$ cat config.mk
export PLATFORM = sky130hd
export DESIGN_NAME = keypad_emulator
export DESIGN_NICKNAME = d
export VERILOG_FILES = /design/src/rtl/keypad_pkg.sv /design/src/rtl/keypad_cmd_fifo.sv /design/src/rtl/keypad_emulator.sv
export SDC_FILE = /design/constraint.sdc
export NUM_CORES = 1
export LEC_CHECK = 0
export BUFFER_PORTS_ARGS = -buffer_cell sky130_fd_sc_hd__buf_2
export CAP_MARGIN = 20
export CORE_MARGIN = 4
export CORE_UTILIZATION = 50
export DETAILED_ROUTE_END_ITERATION = 8
export PLACE_DENSITY = 0.69
export SYNTH_ARGS = -nofsm -noshare
export SYNTH_HDL_FRONTEND = slang
export SYNTH_SLANG_ARGS = --single-unit
$ cat constraint.sdc
create_clock -name sys_clk -period 4.9 [get_ports sys_clk]
set_clock_uncertainty 0.1 [all_clocks]
set_input_delay 0.49 -clock sys_clk [delete_from_list [all_inputs] [get_ports sys_clk]]
set_output_delay 0.49 -clock sys_clk [all_outputs]
set_load 0.01 [all_outputs]
$ cat src/rtl/keypad_pkg.sv
// Shared types and key-map helpers for the keypad emulator.
// Scan vector order is {A,B,C,D}; row vector order is {E,F,G}.
package keypad_pkg;

    typedef enum logic [1:0] {
        IDLE  = 2'd0,
        PRESS = 2'd1,
        GAP   = 2'd2
    } state_t;

    localparam logic [3:0] KEY_1    = 4'h1;
    localparam logic [3:0] KEY_2    = 4'h2;
    localparam logic [3:0] KEY_3    = 4'h3;
    localparam logic [3:0] KEY_4    = 4'h4;
    localparam logic [3:0] KEY_5    = 4'h5;
    localparam logic [3:0] KEY_6    = 4'h6;
    localparam logic [3:0] KEY_7    = 4'h7;
    localparam logic [3:0] KEY_8    = 4'h8;
    localparam logic [3:0] KEY_9    = 4'h9;
    localparam logic [3:0] KEY_A    = 4'ha;
    localparam logic [3:0] KEY_B    = 4'hb;
    localparam logic [3:0] KEY_C    = 4'hc;
    localparam logic [3:0] KEY_NONE = 4'hf;

    // Codes 1..c map to a key; 0, d, e, f do not.
    function automatic logic key_is_valid(input logic [3:0] code);
        return (code >= KEY_1) && (code <= KEY_C);
    endfunction

    // Which scan line the key sits on, one-hot {A,B,C,D}.
    function automatic logic [3:0] key_to_scan(input logic [3:0] code);
        logic [3:0] scan;
        case (code)
            KEY_1, KEY_2, KEY_3: scan = 4'b1000;
            KEY_4, KEY_5, KEY_6: scan = 4'b0100;
            KEY_7, KEY_8, KEY_9: scan = 4'b0010;
            KEY_A, KEY_B, KEY_C: scan = 4'b0001;
            default:             scan = 4'b0000;
        endcase
        return scan;
    endfunction

    // Which row the key returns on, one-hot {E,F,G}.
    function automatic logic [2:0] key_to_row(input logic [3:0] code);
        logic [2:0] row;
        case (code)
            KEY_1, KEY_4, KEY_7, KEY_A: row = 3'b100;
            KEY_2, KEY_5, KEY_8, KEY_B: row = 3'b010;
            KEY_3, KEY_6, KEY_9, KEY_C: row = 3'b001;
            default:                    row = 3'b000;
        endcase
        return row;
    endfunction

endpackage

$ cat src/rtl/keypad_cmd_fifo.sv
// Small synchronous command FIFO. Pointers carry one extra wrap bit so
// full and empty are distinguished without a separate counter.
module keypad_cmd_fifo #(
    parameter int FIFO_DEPTH = 4,
    parameter int WIDTH      = 4
) (
    input  logic             sys_clk,
    input  logic             sys_rst_n,
    input  logic             wr_en,
    input  logic [WIDTH-1:0] wr_data,
    input  logic             rd_en,
    output logic [WIDTH-1:0] rd_data,
    output logic             full,
    output logic             empty
);

    localparam int AW = $clog2(FIFO_DEPTH);
    localparam logic [AW:0] PTR_ONE = {{AW{1'b0}}, 1'b1};

    logic [WIDTH-1:0] mem [FIFO_DEPTH];
    logic [AW:0]      wr_ptr;
    logic [AW:0]      rd_ptr;

    assign empty   = (wr_ptr == rd_ptr);
    assign full    = (wr_ptr[AW] != rd_ptr[AW]) && (wr_ptr[AW-1:0] == rd_ptr[AW-1:0]);
    assign rd_data = mem[rd_ptr[AW-1:0]];

    // Storage write; contents need no reset because empty gates every read.
    always_ff @(posedge sys_clk) begin
        if (wr_en && !full) begin
            mem[wr_ptr[AW-1:0]] <= wr_data;
        end
    end

    // Pointer update; a reset flushes the queue.
    always_ff @(posedge sys_clk) begin
        if (!sys_rst_n) begin
            wr_ptr <= '0;
            rd_ptr <= '0;
        end else begin
            if (wr_en && !full) begin
                wr_ptr <= wr_ptr + PTR_ONE;
            end
            if (rd_en && !empty) begin
                rd_ptr <= rd_ptr + PTR_ONE;
            end
        end
    end

endmodule

$ cat src/rtl/keypad_emulator.sv
// Key-matrix side of a 4x3 scanned keypad. Queued key codes are pressed for
// HOLD_CYC cycles then released for GAP_CYC cycles; while pressed, the key's
// row follows its scan line combinationally.
//
// Command handshake: a code is taken on a rising sys_clk edge where
// key_valid && key_ready are both 1. key_ready depends only on queue fullness,
// never on key_valid. With key_valid=1 and key_ready=0 nothing is taken and
// the source keeps key_valid/key_code stable until a later accepting edge.
module keypad_emulator
    import keypad_pkg::*;
#(
    parameter int HOLD_CYC   = 8000,
    parameter int GAP_CYC    = 4000,
    parameter int FIFO_DEPTH = 4
) (
    input  logic       sys_clk,
    input  logic       sys_rst_n,
    input  logic       key_valid,
    output logic       key_ready,
    input  logic [3:0] key_code,
    input  logic       A,
    input  logic       B,
    input  logic       C,
    input  logic       D,
    output logic       E,
    output logic       F,
    output logic       G,
    output logic       busy,
    output logic       err,
    output logic       done,
    output logic [1:0] state_dbg
);

    localparam logic [31:0] HOLD_LAST = HOLD_CYC - 1;
    localparam logic [31:0] GAP_LAST  = GAP_CYC - 1;

    state_t      state;
    logic [31:0] cnt;
    logic [31:0] cnt_inc;
    logic [3:0]  cur_key;

    logic        fifo_full;
    logic        fifo_empty;
    logic [3:0]  fifo_rd_data;
    logic        pop;

    logic        scan_hit;
    logic [2:0]  row;

    assign pop       = (state == IDLE) && !fifo_empty;
    assign cnt_inc   = cnt + 32'd1;
    assign key_ready = !fifo_full;
    assign busy      = (state != IDLE) || !fifo_empty;
    assign state_dbg = state;

    keypad_cmd_fifo #(
        .FIFO_DEPTH (FIFO_DEPTH),
        .WIDTH      (4)
    ) u_cmd_fifo (
        .sys_clk   (sys_clk),
        .sys_rst_n (sys_rst_n),
        .wr_en     (key_valid),
        .wr_data   (key_code),
        .rd_en     (pop),
        .rd_data   (fifo_rd_data),
        .full      (fifo_full),
        .empty     (fifo_empty)
    );

    // Press/release sequencer with registered err and done pulses.
    always_ff @(posedge sys_clk) begin
        if (!sys_rst_n) begin
            state   <= IDLE;
            cnt     <= '0;
            cur_key <= KEY_NONE;
            err     <= 1'b0;
            done    <= 1'b0;
        end else begin
            err  <= 1'b0;
            done <= 1'b0;
            case (state)
                IDLE: begin
                    if (!fifo_empty) begin
                        if (key_is_valid(fifo_rd_data)) begin
                            cur_key <= fifo_rd_data;
                            cnt     <= '0;
                            state   <= PRESS;
                        end else begin
                            err <= 1'b1;
                        end
                    end
                end
                PRESS: begin
                    if (cnt == HOLD_LAST) begin
                        cnt   <= '0;
                        state <= GAP;
                        // A one-cycle gap makes its first cycle the last one.
                        done  <= (GAP_CYC == 1);
                    end else begin
                        cnt <= cnt_inc;
                    end
                end
                GAP: begin
                    if (cnt == GAP_LAST) begin
                        cnt   <= '0;
                        state <= IDLE;
                    end else begin
                        cnt  <= cnt_inc;
                        done <= (cnt_inc == GAP_LAST);
                    end
                end
                default: begin
                    cnt   <= '0;
                    state <= IDLE;
                end
            endcase
        end
    end

    // Row return: the held key's row mirrors its own scan line, zero-latency.
    always_comb begin
        row      = 3'b000;
        scan_hit = |(key_to_scan(cur_key) & {A, B, C, D});
        if ((state == PRESS) && scan_hit) begin
            row = key_to_row(cur_key);
        end
    end

    assign {E, F, G} = row;

endmodule

=== Word-level counts from Yosys, hierarchy flattened ===
Memory sizes are Yosys's and may differ from the RTL's. A register that Yosys moved wholly into a read port is not among the register bits.
Cells that the tools add are included.

* Bitwise gates (word level): 5
* Equal/unequal tests: 12
* Order comparisons: 2
* Reduce and logical (&&, ||, !) cells: 17
* Add/subtract/negate cells: 3
* Multiplexer cells: 20

{| class="wikitable"
|+ Operators with widths
! cell !! count
|-
| 2-to-1 mux 32 bit || 4
|-
| one-hot mux 32 bit (3 select lines) || 1
|-
| equality test 32 x 12 -> 1 bit, second input constant || 2
|-
| adder 32 x 1 -> 32 bit, second input constant || 1
|-
| equality test 32 x 13 -> 1 bit, second input constant || 1
|-
| 2-to-1 mux 4 bit || 4
|-
| 2-to-1 mux 2 bit || 6
|-
| adder 3 x 1 -> 3 bit, second input constant || 2
|-
| logical AND 1 bit || 6
|-
| != test 2 bit, second input constant || 3
|-
| one-hot mux 2 bit (3 select lines) || 1
|-
| OR reduction 3 bit || 2
|-
| bitwise AND 4 bit || 1
|-
| >= comparator 4 x 1 -> 1 bit, second input constant || 1
|-
| <= comparator 4 bit, second input constant || 1
|-
| inverter 1 bit || 4
|-
| AND reduction 4 bit || 1
|-
| OR reduction 4 bit || 1
|-
| equality test 3 bit || 1
|-
| 2-to-1 mux 1 bit || 3
|-
| 2-to-1 mux 3 bit || 1
|-
| AND reduction 3 bit || 1
|-
| equality test 2 x 1 -> 1 bit, second input constant || 1
|-
| equality test 2 bit || 1
|-
| other kinds (8) || 9
|}

* Logic and storage cells: 69
* ROM bits: 112
* Input port bits: 11
* Memories: 3
* Bits in writable memories: 16
* Flip-flop bits (word level): 46
* Output and inout port bits: 9

{| class="wikitable"
|+ Memories
! memory !! words !! bits a word !! rd ports !! clocked after Yosys merged registers in !! wr ports !! RTL line !! source
|-
| (name not given) || 16 || 4 || 1 || 1 || 0 || keypad_pkg.sv:33 || <nowiki>case (code)</nowiki>
|-
| (name not given) || 16 || 3 || 1 || 1 || 0 || keypad_pkg.sv:46 || <nowiki>case (code)</nowiki>
|-
| u_cmd_fifo.mem || 4 || 4 || 1 || 1 || 1 || keypad_cmd_fifo.sv:20 || <nowiki>logic [WIDTH-1:0] mem [FIFO_DEPTH];</nowiki>
|}

=== Logic depth before layout (Yosys ltp) ===
* Word-level depth: 6
* Mapped depth: 12
* Mapped depth without buffers: 12

=== Hierarchy ===
From an unflattened synthesis, not the netlist that was laid out.

* Cells, all modules: 480
* Area total of the unflattened synthesis: 4,260.3 um^2

{| class="wikitable"
|+ By module, submodules not included
! module !! cells each !! area an instance (um^2) !! times used !! seq. area each (um^2)
|-
| keypad_emulator || 388 || 3,094.2 || 1 || 940.9
|-
| keypad_cmd_fifo || 92 || 1,166.1 || 1 || 640.6
|}

=== Worst setup path after synthesis ===
No wires, ideal clock.

* Path kind: register -> register
* Start: register with a tool-made name
* End: register with a tool-made name
* Period minus slack after synthesis: 2.812 ns
* Stages on the path, launching flop included: 12
* Arrival time: 2.617 ns
* Setup time: 0.095 ns
* Data required time: 4.705 ns
* Path buffers: 0
* Setup slack: 2.088 ns
* Path through: dfxtp_1 > mux4_2 > o211a_4 > nor3_2 > mux2i_1 > nand2_1 > inv_1 > ha_1 > o21ai_0 > nor3_1 > a211oi_1 > a221oi_1

==> flow_summary.ini <==
[pwr]
leakagePower_uw = 0.00161
peakVddDrop_mv = 0.346
powerDensity_mw_per_mm2 = 448
power_uw = 2040

[clock_network]
clkSlewWorstSetupHoldPaths_ns = 0.09
clk_latency_ns = 0.35
cts_max_path_buffers = 2
cts-hold-fix-buffers = 0
cts.root.buffer_cell = clkbuf_8
post_cts_buffers = 0
cts_sinks = 71
h-tree-depth = 3
cts_tree = done
cts_resized = 0
cts_inserted_buffers = 9

[synthesis]
avgSynthCellArea_um2 = 8.60
synth_flop_cell = dfxtp_1
synth_area_mm2 = 0.00423
synth_warnings = 0
async_reset_ff_frac = 0
netlist_instances = 492
synth_cell_type_count = 63
synth_seq_area_share = 0.374
synth_nets = 519
synth_edf_count = 16
synth-seq-cells = 71

[critical_path]
arrival_ns = 3.35
cp_max_fo = 5
required_ns = 5.05
cpMaxStageDelayCell = mux4_2
cp_cell_sequence = mux4_2 > o211a_4 > nor3_2 > mux2i_1 > nand2_1 > inv_1 > ha_1 > o21ai_0 > nor3_1 > a211oi_1 > a221oi_1
critical_path.top_delay_family = multiplexers
critPathBufInv = 1
path_class = reg2reg
cp_slowest_stage_delay_ns = 0.63
crit_path_end_kind = flip-flop
startpoint_type = flip-flop

[placed_design]
dpl_cell_area_mm2 = 0.00435
preCtsSetupSlack_ns = 1.74
port_buffers = 19
hpwlAfterDp_um = 6840
globalplace.congestion = 0.940

[timing]
clock.fmax_mhz = 313
max-slew-margin-rel = 0.289
timing.final.ws_setup_ns = 1.71
setup_viol = 0
layout_min_cycle_time_ns = 3.19
hold_violations = 0
drv_slew = 0
finalSetupTns_ns = 0
rsz0062_at_grt = no
final.period_utilization = 0.651
worst_slew_pin_slew_ns = 1.07

[final_layout]
syn_to_final_growth_pct = 7.42
nNetsFinal = 520
stdcell_area_mm2 = 0.00455
drive_above_1_share = 0.114
diodes = 0

[floorplan]
dieHeight_um = 100
pin_count = 20
fp.dieW_um = 100
dieArea_mm2 = 0.0100
coreArea_mm2 = 0.00822
rows = 33
initial_utilization = 0.515

[global_routing]
grt_usage = 0.205
grt_pass1_vias = 3568
grt_max_degree = 39
antenna_found_initial = 0
grt_pass1_wl_um = 16800
overflow = 0

[flow_run]
maxCapViolCount = 0

[drt]
routed_via_density = 6.18
routedWlPerCell_um = 16.3
drtIter0Drc = 183
drc_errors = 0
ant_nets = 0
routed_wl_um = 9850
firstDrtPassIters = 5
vias = 3725

[run_status]
status = finished clean

[min_path]
hold_class = in2reg
hp-start = key_code[2]
-- worst register-to-register path, stage by stage (launching register included) --
cell and delay, ns:
dfxtp_1 0.47, mux4_2 0.63, o211a_4 0.31, nor3_2 0.25
mux2i_1 0.29, nand2_1 0.17, inv_1 0.16, ha_1 0.20
o21ai_0 0.09, nor3_1 0.16, a211oi_1 0.06, a221oi_1 0.21
-- layout make-up --
class / count / area (um2)
fill: 753 / 3670
inverter: 17 / 63.8
multi-input combinational: 371 / 2440
tap: 105 / 131
clock inverter: 5 / 57.6
timing repair buffer: 23 / 125
sequential: 71 / 1580
clock buffer: 11 / 141
-- metal layers --
layer | part of all wire | global-route usage
met3 | 0.051 | 0.0361
met5 | 0 | 0
met4 | 0.028 | 0.0912
met2 | 0.47 | 0.341
met1 | 0.45 | 0.263
-- power breakdown --
| part | internal [uW] | leakage [uW] | total (uW) | switching [uW] |
|---|---|---|---|---|
| Combinational | 311 | 0.000929 | 849 | 537 |
| Clock | 248 | 0.0000916 | 480 | 232 |
| Sequential | 660 | 0.000593 | 708 | 47.2 |
| Total | 1220 | 0.00161 | 2040 | 816 |
-- worst paths after layout --
| check | endpoint | slack (ns) | cells past startpoint |
|---|---|---|---|
| setup / recovery | flip-flop | 1.71 | 11 |
| hold / removal | u_cmd_fifo.mem[2][2] | 0.25 | 1 |
| setup reg to reg | flip-flop | 1.71 | 11 |
| hold reg to reg | cur_key[0] | 0.41 | 2 |
-- stage by stage --
step,std cells,utilization,hold WS [ns]
2_1_floorplan,492,-,0.338
3_3_place_gp,587,0.529,0.396
3_5_place_dp,587,0.529,0.389
4_1_cts,603,0.553,0.248
5_1_grt,603,0.553,0.253
6_report,603,0.553,0.252
-- cells in the mapped netlist, types with 8 or more instances --
master / count / share of area
dfxtp_1: 55 / 0.26
nand4_1: 16 / 0.024
or3_1: 8 / 0.012
inv_1: 17 / 0.015
mux2i_1: 9 / 0.021
nand3_1: 32 / 0.038
a21oi_1: 34 / 0.040
nor3_1: 15 / 0.018
nand2_1: 53 / 0.047
xor2_1: 9 / 0.019
nor2_1: 31 / 0.027
o22ai_1: 10 / 0.015
nor4_1: 8 / 0.012
edfxtp_1: 16 / 0.11
clkbuf_1: 21 / 0.019
a31oi_1: 12 / 0.018
xnor2_1: 12 / 0.025
and2_1: 12 / 0.018
and3_1: 10 / 0.015
ha_1: 16 / 0.047
-- cells in the final DEF (no fill, tap or decap), drive strengths merged, types with 10 or more instances in the layout --
| cell type | count |
|---|---|
| xnor2 | 12 |
| and3 | 10 |
| edfxtp | 16 |
| nand4 | 16 |
| a21oi | 34 |
| buf | 23 |
| dfxtp | 55 |
| o22ai | 10 |
| nand2 | 54 |
| nor3 | 17 |
| a31oi | 12 |
| inv | 17 |
| and2 | 12 |
| clkbuf | 11 |
| nor2 | 31 |
| nand3 | 32 |
| ha | 16 |
-- cell families (layout without fill, tap and decap cells) --
kind of cell             after synthesis  after routing  share of synthesized area
AND/OR/NAND/NOR                      222            222                      0.283
multiplexers                          14             14                     0.0452
adder cells (fa/ha/maj)               16             16                     0.0473
buffers and inverters                 50             56                     0.0500
XOR/XNOR                              21             21                     0.0435
flip-flops                            71             71                      0.374
AO/OA/AOI/OAI                         98             98                      0.157
Power figures use the tool's default switching activity.
